<file path="config.mk">
export PLATFORM = sky130hd
export DESIGN_NAME = alu_req_arbiter
export DESIGN_NICKNAME = d
export VERILOG_FILES = /design/src/rtl/alu_req_arbiter.sv
export SDC_FILE = /design/constraint.sdc
export NUM_CORES = 1
export LEC_CHECK = 0
export ABC_CLOCK_PERIOD_IN_PS = 2600
export CAP_MARGIN = 10
export CORE_AREA = 2 2 164 166
export CTS_BUF_LIST = sky130_fd_sc_hd__clkbuf_8
export DETAILED_ROUTE_END_ITERATION = 8
export DIE_AREA = 0 0 166 168
export DONT_BUFFER_PORTS = 1
export PLACE_DENSITY = 0.4
export SETUP_SLACK_MARGIN = 0.15
export SLEW_MARGIN = 20
export SYNTH_ARGS = -nofsm -noshare
export SYNTH_HDL_FRONTEND = slang
export SYNTH_SLANG_ARGS = --single-unit
</file>
<file path="constraint.sdc">
create_clock -name clk -period 2.6 [get_ports clk]
set_input_delay 0.26 -clock clk [delete_from_list [all_inputs] [get_ports clk]]
set_output_delay 0.26 -clock clk [all_outputs]
set_load 0.005 [all_outputs]
</file>
<file path="src/rtl/alu_req_arbiter.sv">
// Round-robin arbiter sharing one external ALU among NUM_REQ requesters.
// Optional illegal-op screening (ops 6/7) is built when ALU_ARB_OPCHECK_EN is defined.
module alu_req_arbiter #(
    parameter int NUM_REQ = 4,
    parameter int WIDTH   = 32,
    parameter int ID_W    = 2
) (
    input  logic                   clk,
    input  logic                   rst_n,
    input  logic [NUM_REQ-1:0]     req_valid,
    output logic [NUM_REQ-1:0]     req_ready,
    input  logic [3*NUM_REQ-1:0]   req_op,
    input  logic [WIDTH*NUM_REQ-1:0] req_a,
    input  logic [WIDTH*NUM_REQ-1:0] req_b,
    output logic [2:0]             alu_op,
    output logic [WIDTH-1:0]       alu_a,
    output logic [WIDTH-1:0]       alu_b,
    input  logic [WIDTH-1:0]       alu_y,
    input  logic [3:0]             alu_flags,
    output logic                   rsp_valid,
    input  logic                   rsp_ready,
    output logic [ID_W-1:0]        rsp_id,
    output logic [WIDTH-1:0]       rsp_y,
    output logic [3:0]             rsp_flags,
    output logic                   rsp_err
);

    logic [ID_W-1:0]  ptr;
    logic             iss_v;
    logic [ID_W-1:0]  iss_id;
    logic [2:0]       iss_op;
    logic [WIDTH-1:0] iss_a;
    logic [WIDTH-1:0] iss_b;
    logic             iss_err;

    logic             issue_moves;
    logic             can_accept;
    logic             found;
    logic [ID_W-1:0]  win;
    int               j;
    logic             accept;
    logic [2:0]       win_op;
    logic [WIDTH-1:0] win_a;
    logic [WIDTH-1:0] win_b;
    logic             illegal;

    assign issue_moves = iss_v && (!rsp_valid || rsp_ready);
    assign can_accept  = !iss_v || issue_moves;

    // Search upward from ptr with wrap; first valid requester wins.
    always_comb begin
        found = 1'b0;
        win   = '0;
        j     = 0;
        for (int k = 0; k < NUM_REQ; k++) begin
            j = int'(ptr) + k;
            if (j >= NUM_REQ)
                j = j - NUM_REQ;
            if (!found && req_valid[j]) begin
                found = 1'b1;
                win   = ID_W'(j);
            end
        end
    end

    assign accept    = found && can_accept && rst_n;
    assign req_ready = accept ? (NUM_REQ'(1) << win) : '0;

    assign win_op = req_op[int'(win)*3 +: 3];
    assign win_a  = req_a[int'(win)*WIDTH +: WIDTH];
    assign win_b  = req_b[int'(win)*WIDTH +: WIDTH];

`ifdef ALU_ARB_OPCHECK_EN
    assign illegal = win_op[2] & win_op[1];
`else
    assign illegal = 1'b0;
`endif

    always_ff @(posedge clk or negedge rst_n) begin
        if (!rst_n) begin
            ptr     <= '0;
            iss_v   <= 1'b0;
            iss_id  <= '0;
            iss_op  <= '0;
            iss_a   <= '0;
            iss_b   <= '0;
            iss_err <= 1'b0;
        end else if (accept) begin
            iss_v   <= 1'b1;
            iss_id  <= win;
            iss_op  <= illegal ? 3'd0 : win_op;
            iss_a   <= illegal ? '0 : win_a;
            iss_b   <= illegal ? '0 : win_b;
            iss_err <= illegal;
            ptr     <= (win == ID_W'(NUM_REQ - 1)) ? '0 : win + 1'b1;
        end else if (issue_moves) begin
            // Operands stay on the ALU bus after the slot empties.
            iss_v <= 1'b0;
        end
    end

    assign alu_op = iss_op;
    assign alu_a  = iss_a;
    assign alu_b  = iss_b;

    always_ff @(posedge clk or negedge rst_n) begin
        if (!rst_n) begin
            rsp_valid <= 1'b0;
            rsp_id    <= '0;
            rsp_y     <= '0;
            rsp_flags <= '0;
            rsp_err   <= 1'b0;
        end else if (issue_moves) begin
            rsp_valid <= 1'b1;
            rsp_id    <= iss_id;
            rsp_y     <= iss_err ? '0 : alu_y;
            rsp_flags <= iss_err ? 4'd0 : alu_flags;
            rsp_err   <= iss_err;
        end else if (rsp_ready) begin
            rsp_valid <= 1'b0;
        end
    end

endmodule
</file>
==> results.toml <==
[detailed_routing]
drt_initial_violations = 213
post_drt_via_cell_ratio = 4.93
drt_pass1_iterations = 4
route.detailed.drc = 0
route.final.wire_length_um = 18600
ant_nets = 0
wl_per_cell_um = 21.6
routed-via-count = 4238

[grt]
grt_antenna_before_repair = 2
via_count_of_the_first_global_routing_pass = 4622
largest_net_degree_at_the_start_of_global_routing = 114
groute.usage.overall = 0.127
global_route.overflow_total = 0
first_pass_grt_wire_length_um = 27600

[finish]
drive_above_1_share = 0.253
numnets_final = 823
layout-area-overhead-vs-synth_pct = 13.5

[logic_synthesis]
yosys-top-cells-area = "dfrtp_1 44%, mux2i_1 21%, o221ai_2 14%"
synth_edf_count = 0
ys_seq_elements = 111
netlist-cell-type-count = 29
library_cell_with_the_largest_summed_area_after_synthesis = "dfrtp_1"
syn_avg_cell_area_um2 = 12.8
synthArstFlopShare = 1.00
synth-main-ff-cell = "dfrtp_1"
seq_area_frac_synth = 0.438
syn_inst = 496
synth_fp_nets = 807
synth_common_cells = "134 x mux2i_1, 111 x dfrtp_1, 73 x nand2_1"
yosys_warnings = 0
synth.most_common_cell = "mux2i_1"
netlist_area_pre_place_um2 = 6340
netlist.area_leader.share = 0.438

[pwr]
max-vdd-ir-drop_uv = 344
power.share.sequential = 0.445
power.switching_mw = 2.51
power.share.clock = 0.185
power.share.combinational = 0.370
leakagePower_nw = 3.05
sw_frac = 0.387
intPower_mw = 3.97
power-per-cell-area_nw_per_um2 = 901

[critical_path]
path_max_fanout = 15
timing.critical_path.from_type = "register"
critPathArrivalTime_ns = 2.00
cp.required_ns = 2.34
critical-path-top-delay-family = "simple AND/OR/NAND/NOR gates"
cpPeakStageDelay_ns = 0.44
crit_end_category = "primary output"
critical_path.n_buffers_inverters = 0
worst-setup-path-type = "register to primary output"
crit_path_top_delay_cell = "dfrtp_1"
timing.critical_path.cells = "nand3b_1 > nand3_4 > or3_4 > nor2b_1"

[timing]
finalSetupViolCount = 0
rsz_0062_raised_after_global_routing = "no"
transition_at_the_pin_with_the_smallest_max_transition_slack_ns = 0.553
hold_slack_ns = -0.459
maxClockFrequency_mhz = 443
worst_clock_skew_ns = 0.0147
finalHoldViolations = 111
period_minus_slack_ns = 2.26
slew-limit-headroom = 0.631
min_period_over_period = 0.868
timing.final.max_slew_violations = 0
totalNegativeSetupSlack_ns = 0

[worst_hold_path]
hold_class = "primary input to asynchronous set/reset pin"

[floorplan]
std_cell_rows = 60
floorplan.die.width_um = 166
starting_density = 0.241
core-area_um2 = 26400
num_io_pins = 422
design.die.area_um2 = 27900
floorplan.die.height_um = 168

[run_status]
run_status = "finished, violations left"
violations = "hold timing"

[clocking]
cts_setup_buffers = 0
clock_sinks = 111
cts_buffer_depth = 2
cts-htree-levels = 3
clock_root_buffer = "clkbuf_8"
clock_latency_ns = 0.39
clkSlewWorstSetupHoldPaths_ns = 0.13
tritoncts = "built"
cts.hold.buffers_added = 37
cts_buffers = 9

[placement]
place.detailed.hpwl_um = 13300
gpl.final_weighted_congestion = 0.763
port_buffers = 0

[job]
timing.max_cap.violations = 0
[power groups by stage]
stage               clock [mW]  sequential (mW)  combinational [mW]
detailed placement           0             2.93                2.40
CTS                       1.27             2.90                2.44
floorplan                    0             2.70                2.22
global route              1.34             2.96                2.62
global placement             0             2.94                2.33
finish                    1.20             2.88                2.40
[timing repair]
item,in CTS,in global routing
resized for setup,0,2
endpoints found under the hold margin,148,111
endpoints found under the setup margin,0,3
[cells by family after synthesis]
logic type / count (synthesis) / share of synthesized area
flip-flops: 111 / 0.438
other: 1 / 0.000591
multiplexers: 172 / 0.279
buffers and inverters: 46 / 0.0604
AND/OR/NAND/NOR: 89 / 0.0574
AO/OA/AOI/OAI: 77 / 0.165
[per-layer routing]
metal / GRT usage / vias up / routed length [um]
met5: 0 / - / 0
met4: 0.0416 / 0 / 362
met3: 0.0449 / 17 / 1660
met2: 0.231 / 239 / 9750
met1: 0.138 / 2097 / 6780
li1: - / 1885 / -
[area by class of cell]
class                           count  area (um2)
Clock inverter                      7         100
Clock buffer                        9         124
Antenna cell                        2        5.00
Fill cell                        2665       19200
Inverter                            3        11.3
Sequential cell                   111        2780
Multi-Input combinational cell    339        3220
Tap cell                          341         427
Timing Repair Buffer               48         528
[flip-flops by register name, summed over array words and instances (netlist names)]
name	flops
iss_id	2
rsp_id	2
alu_a	32
iss_v	1
rsp_flags	4
ptr	2
alu_op	3
rsp_y	32
alu_b	32
rsp_valid	1
[per-stage QoR]
stage / worst slack [ns] / total power, mW / utilization / instances / instance area [um2]
2_1_floorplan: 0.897 / 4.92 / - / 496 / 6340
3_3_place_gp: 0.508 / 5.27 / 0.250 / 805 / 6590
3_5_place_dp: 0.463 / 5.33 / 0.250 / 805 / 6590
4_1_cts: 0.172 / 6.61 / 0.273 / 858 / 7180
5_1_grt: 0.220 / 6.93 / 0.273 / 860 / 7200
6_report: 0.343 / 6.48 / 0.273 / 860 / 7200
[placed cells by master (no fill, tap or decap), types with 3 or more instances in the layout]
master,Yosys,layout
dfrtp_1,111,111
clkbuf_8,0,9
buf_4,12,5
mux2i_1,134,134
a21oi_1,3,3
buf_12,7,6
mux2_2,38,38
inv_1,3,3
nand2_1,73,73
o221ai_2,60,60
dlygate4sd3_1,0,37
o221ai_1,7,7
nor2_1,5,5
nand2b_1,4,4
[worst paths after layout]
kind | start | to | slack, ns | depth (start not counted)
setup / recovery | rsp_valid$_DFFE_PN0P_ | req_ready[2] | 0.34 | 4
hold reg to reg | iss_id[1]$_DFFE_PN0P_ | iss_id[1]$_DFFE_PN0P_ | 0.49 | 2
hold / removal | rst_n | rsp_y[22]$_DFFE_PN0P_ | -0.46 | 0
setup reg to reg | ptr[0]$_DFFE_PN0P_ | alu_a[4]$_DFFE_PN0P_ | 0.44 | 6
max in group asynchronous | rst_n | alu_a[20]$_DFFE_PN0P_ | 2.90 | 0
min in group clk | rsp_ready | rsp_valid$_DFFE_PN0P_ | 0.08 | 2
Power figures use the tool's default switching activity.
